$ cat src/rtl/plab1_imul_var_lat_ctrl_pkg.sv
// Shared encodings for the variable-latency iterative multiplier.
// State codes and datapath mux select values.
package plab1_imul_var_lat_ctrl_pkg;

    typedef enum logic [1:0] {
        STATE_IDLE = 2'd0,
        STATE_CALC = 2'd1,
        STATE_DONE = 2'd2
    } state_t;

    localparam logic A_MUX_SEL_LD        = 1'b0;
    localparam logic A_MUX_SEL_SHIFT     = 1'b1;
    localparam logic B_MUX_SEL_LD        = 1'b0;
    localparam logic B_MUX_SEL_SHIFT     = 1'b1;
    localparam logic RESULT_MUX_SEL_CLR  = 1'b0;
    localparam logic RESULT_MUX_SEL_ADD  = 1'b1;

endpackage

$ cat src/rtl/plab1_imul_var_lat_ctrl_count_zeros.sv
// 8-bit trailing-zero counter; returns 8 when no bit is set.
module plab1_imul_CountZeros (
    input  logic [7:0] bits,
    output logic [3:0] count
);

    // Scan from the top so the lowest set bit wins.
    always_comb begin
        count = 4'd8;
        for (int i = 7; i >= 0; i--) begin
            if (bits[i]) count = 4'(i);
        end
    end

endmodule

$ cat src/rtl/plab1_imul_var_lat_ctrl.sv
// Control unit for the variable-latency iterative multiplier:
// sequences load, add and zero-run skipping on the shift/add datapath.
module plab1_imul_var_lat_ctrl
    import plab1_imul_var_lat_ctrl_pkg::*;
#(
    parameter int p_nbits = 32
) (
    input  logic                          clk,
    input  logic                          reset,
    input  logic                          req_val,
    output logic                          req_rdy,
    output logic                          resp_val,
    input  logic                          resp_rdy,
    input  logic [7:0]                    b_lsbs,
    input  logic                          b_zero,
    output logic                          a_mux_sel,
    output logic                          b_mux_sel,
    output logic                          result_mux_sel,
    output logic                          result_en,
    output logic                          add_en,
    output logic [3:0]                    shamt,
    output logic [$clog2(p_nbits)+1:0]    calc_count
);

    state_t     state;
    logic [3:0] cz;

    plab1_imul_CountZeros count_zeros (
        .bits  (b_lsbs),
        .count (cz)
    );

    always_ff @(posedge clk or posedge reset) begin
        if (reset) begin
            state      <= STATE_IDLE;
            calc_count <= '0;
        end else begin
            unique case (state)
                STATE_IDLE: begin
                    if (req_val) begin
                        state      <= STATE_CALC;
                        calc_count <= '0;
                    end
                end
                STATE_CALC: begin
                    if (calc_count != '1) calc_count <= calc_count + 1'b1;
                    if (b_zero) state <= STATE_DONE;
                end
                STATE_DONE: begin
                    if (resp_rdy) state <= STATE_IDLE;
                end
                default: state <= STATE_IDLE;
            endcase
        end
    end

    // Everything is forced low while reset is held.
    always_comb begin
        req_rdy        = 1'b0;
        resp_val       = 1'b0;
        a_mux_sel      = A_MUX_SEL_LD;
        b_mux_sel      = B_MUX_SEL_LD;
        result_mux_sel = RESULT_MUX_SEL_CLR;
        result_en      = 1'b0;
        add_en         = 1'b0;
        shamt          = 4'd0;
        if (!reset) begin
            unique case (state)
                STATE_IDLE: begin
                    req_rdy   = 1'b1;
                    result_en = 1'b1;
                end
                STATE_CALC: begin
                    a_mux_sel      = A_MUX_SEL_SHIFT;
                    b_mux_sel      = B_MUX_SEL_SHIFT;
                    result_mux_sel = RESULT_MUX_SEL_ADD;
                    if (!b_zero) begin
                        result_en = 1'b1;
                        add_en    = b_lsbs[0];
                        shamt     = (cz == 4'd0) ? 4'd1 : cz;
                    end
                end
                STATE_DONE: begin
                    // Shift by zero so a/b hold while the response waits.
                    resp_val       = 1'b1;
                    a_mux_sel      = A_MUX_SEL_SHIFT;
                    b_mux_sel      = B_MUX_SEL_SHIFT;
                    result_mux_sel = RESULT_MUX_SEL_ADD;
                end
                default: ;
            endcase
        end
    end

endmodule

$ cat config.mk
export PLATFORM = sky130hd
export DESIGN_NAME = plab1_imul_var_lat_ctrl
export DESIGN_NICKNAME = d
export VERILOG_FILES = /design/src/rtl/plab1_imul_var_lat_ctrl_pkg.sv /design/src/rtl/plab1_imul_var_lat_ctrl_count_zeros.sv /design/src/rtl/plab1_imul_var_lat_ctrl.sv
export SDC_FILE = /design/constraint.sdc
export NUM_CORES = 1
export LEC_CHECK = 0
export ABC_CLOCK_PERIOD_IN_PS = 1500
export CAP_MARGIN = 10
export CORE_MARGIN = 3
export CORE_UTILIZATION = 37
export CTS_BUF_LIST = sky130_fd_sc_hd__clkbuf_2
export CTS_CLUSTER_SIZE = 12
export DETAILED_ROUTE_END_ITERATION = 10
export PLACE_DENSITY_LB_ADDON = 0.08
export REMOVE_ABC_BUFFERS = 1
export SLEW_MARGIN = 40
export SYNTH_ARGS = -nofsm -noshare
export SYNTH_HDL_FRONTEND = slang
export SYNTH_SLANG_ARGS = --single-unit
export TNS_END_PERCENT = 5
$ cat constraint.sdc
create_clock -name clk -period 1.5 [get_ports clk]
set_clock_uncertainty 0.05 [all_clocks]
set_input_delay 0.15 -clock clk [delete_from_list [all_inputs] [get_ports clk]]
set_output_delay 0.15 -clock clk [all_outputs]
set_load 0.1 [all_outputs]
==> impl_metrics.toml <==
[grt]
largest_net_degree_at_the_start_of_global_routing = 10
first_global_vias = 834
grt_pass1_wl_mm = 3.64
global_route.usage.total = 0.231
grt_overflow_total = 0
grt_antenna_before_repair = 0

[route]
drtPass1Iterations = 4
vias = 909
detailedRoute.firstIterationViolations = 31
antenna_viol_nets_final = 0
routedWlPerCell_microns = 21.7
post_drt_via_cell_ratio = 5.94
remaining_drc_errors = 0
routed_wirelength_mm = 3.31

[floorplan]
row_count = 14
die_width_microns = 47.6
core_sq_um = 1560
die_area_sq_um = 2260
die_height_microns = 47.6
floorplan.io_pins = 31
start_util = 0.410

[cts]
tritoncts_clock_tree = "done"
clockBufferDepth = 2
cts_made_buffers = 3
clkSinkCount = 9
clock_tree.htree_level_count = 1
clk-insertion-delay-late_ps = 280
cts.clk_slew.worst_paths_ps = 110
cts_root_buf = "clkbuf_2"

[final_layout]
utilization = 0.961
areaGrowthSynthToFinish_pct = 134
drive_gt1_frac = 0.547
diodes = 0
final_cell_count_no_fill = 153
nets = 155

[timing]
worst_slew_pin_slew_ps = 480
min_period_ps = 1980
finalMaxSlewViolations = 0
timing.slew.headroom = 0.677
grt_setup_unrepaired = "true"
number_of_setup_violations_in_the_final_report = 20
finalHoldWorstSlack_ps = 381
fin_ws_ps = -479
hold_viol = 0
fmax_mhz = 505
timing.final.crit_share = 1.32

[yosys]
postSynthRegisterBits = 9
yosys.area_share.simple = 0.264
gate_count_of_the_mapped_netlist = 75
synthAdderAreaFrac = 0.0783
synth_area_per_cell_sq_um = 8.52
yosys.area_share.xor_xnor = 0.0137
synth_area_sq_um = 639
main_combinational_cell_family_by_area_after_synthesis = "simple AND/OR/NAND/NOR gates"
ys_types = 27
synth_compound_area_frac = 0.174
synth_seq_area_share = 0.352
yosysWarningCount = 0
synth.area.mux_share = 0.0587

[worst_setup_path]
critPathArrivalTime_ps = 1780
r2r_end = "calc_count[5]"
critical_path.endpoint = "shamt[2]"
timing.reg2reg.setup_slack_ps = -390
timing.rr.start = "state[0]"
cp.required_ps = 1300
setup.worst_path.class = "flop to output pin"
crit_fanout = 2
setup.worst_path.start_class = "flop"
setup.worst_path.end_class = "output pin"
timing.critical_path.from = "state[1]"
worst_r2r_path_depth = 7

[placement]
port_buffers = 30
placedCellCount = 144
hpwl_mm = 1.63
dp_worst_setup_slack_ps = -283
finalWeightedCongestion = 0.816

[flow_run]
max-cap-violations = 0

[run_status]
outcome = "finished with violations"
failed_checks = "negative setup slack"

[pwr]
cellLeakagePower_nw = 0.684
finalPower_mw = 2.74
power_density_relative_to_cell_area_nw_per_um2 = 1830
irDropWorstVdd_v = 0.00207

[hold_path]
worst_hold_path_type = "input pin to async pin"
## how the worst min path moves through the flow
stage | from | to | depth (start not counted)
2_1_floorplan | reset | calc_count[0] | 1
3_3_place_gp | state[0] | state[0] | 1
3_5_place_dp | state[0] | state[0] | 1
4_1_cts | reset | calc_count[6] | 3
5_1_grt | reset | calc_count[4] | 3
6_report | reset | calc_count[4] | 3
## metrics by stage
step	TNS (ps)	cell area, sq um
floorplan	-23390	624
global placement	-1300	1310
detailed placement	-2100	1310
CTS	-4980	1390
global route	-6990	1500
finish	-5950	1500
## timing repair
| action | 4_1_cts | 5_1_grt |
|---|---|---|
| hold buffers | 0 | 0 |
| setup buffers | 3 | 3 |
| pin swaps | 4 | 7 |
| resized for setup | 14 | 21 |
| endpoints found under the setup margin | 20 | 20 |
## registers in the layout (all words and copies together) (netlist names)
register,flops
calc_count,7
state,2
## kinds of logic (layout without fill, tap and decap cells)
logic type      after synthesis  in the layout
compound gates               18             18
xor+xnor                      1              1
fa+ha+maj                     4              4
buf+inv                       8             70
flops                         9              9
mux                           3              3
simple gates                 32             32
## power breakdown
part	internal, mW	switching (mW)
Combinational	0.983	1.25
Sequential	0.287	0.0447
Clock	0.0706	0.104
## layout make-up
class | instances | area (sq um)
repair buffers | 60 | 728
multi-input cells | 58 | 483
flip-flops and latches | 9 | 225
fillers | 33 | 60.1
inverters | 6 | 22.5
clock buffers | 4 | 20.0
well taps | 16 | 20.0
## Yosys cell counts
master    n  area, sq um
nand2_1   5         18.8
and2_1    1         6.26
o31ai_1   2         15.0
or3_1     1         6.26
dfrtp_1   9          225
a21oi_1   8         40.0
nor2_1    7         26.3
inv_1     6         22.5
nand4_1   1         6.26
mux2_4    1         15.0
and4_1    1         8.76
buf_4     2         15.0
nor2b_1   4         25.0
ha_1      4         50.1
nor4_1    2         12.5
or4_1     1         7.51
a21boi_0  1         7.51
mux2_2    2         22.5
or2_2     1         6.26
o21bai_1  1         7.51
o21ai_4   1         16.3
and3_1    3         18.8
nor3_1    1         5.00
o21ai_0   5         25.0
nand3_1   3         15.0
xor2_1    1         8.76
nand2b_1  1         6.26
## critical path, cell delays in order (launching register included)
cell,delay (ps)
dfrtp_1,420
inv_2,90
ha_4,140
inv_2,50
nor3_4,170
nand2_2,130
nor4_2,180
buf_4,170
buf_12,160
## cell usage in the layout, fill, tap and decap left out, types with 2 or more instances in the layout
cell type	netlist	final
mux2_2	2	2
and3_1	3	3
clkbuf_2	0	4
buf_12	0	18
inv_1	6	4
dfrtp_1	9	9
o31ai_1	2	2
buf_4	2	24
ha_4	0	2
o21ai_1	0	2
nor2_1	7	7
inv_2	0	2
nand3_1	3	3
nor2b_4	0	3
buf_6	0	6
a21oi_1	8	4
clkdlybuf4s50_1	0	12
nand2_1	5	4
ha_1	4	2
a21oi_2	0	3
o21ai_0	5	2
## layer usage
| metal | wire length (microns) | track usage | vias up |
|---|---|---|---|
| met5 | 0 | 0 | - |
| met4 | 106 | 0.124 | 0 |
| met3 | 291 | 0.0526 | 12 |
| met2 | 1650 | 0.425 | 71 |
| met1 | 1270 | 0.240 | 437 |
| li1 | - | - | 389 |
(Power assumes the default switching activity.)
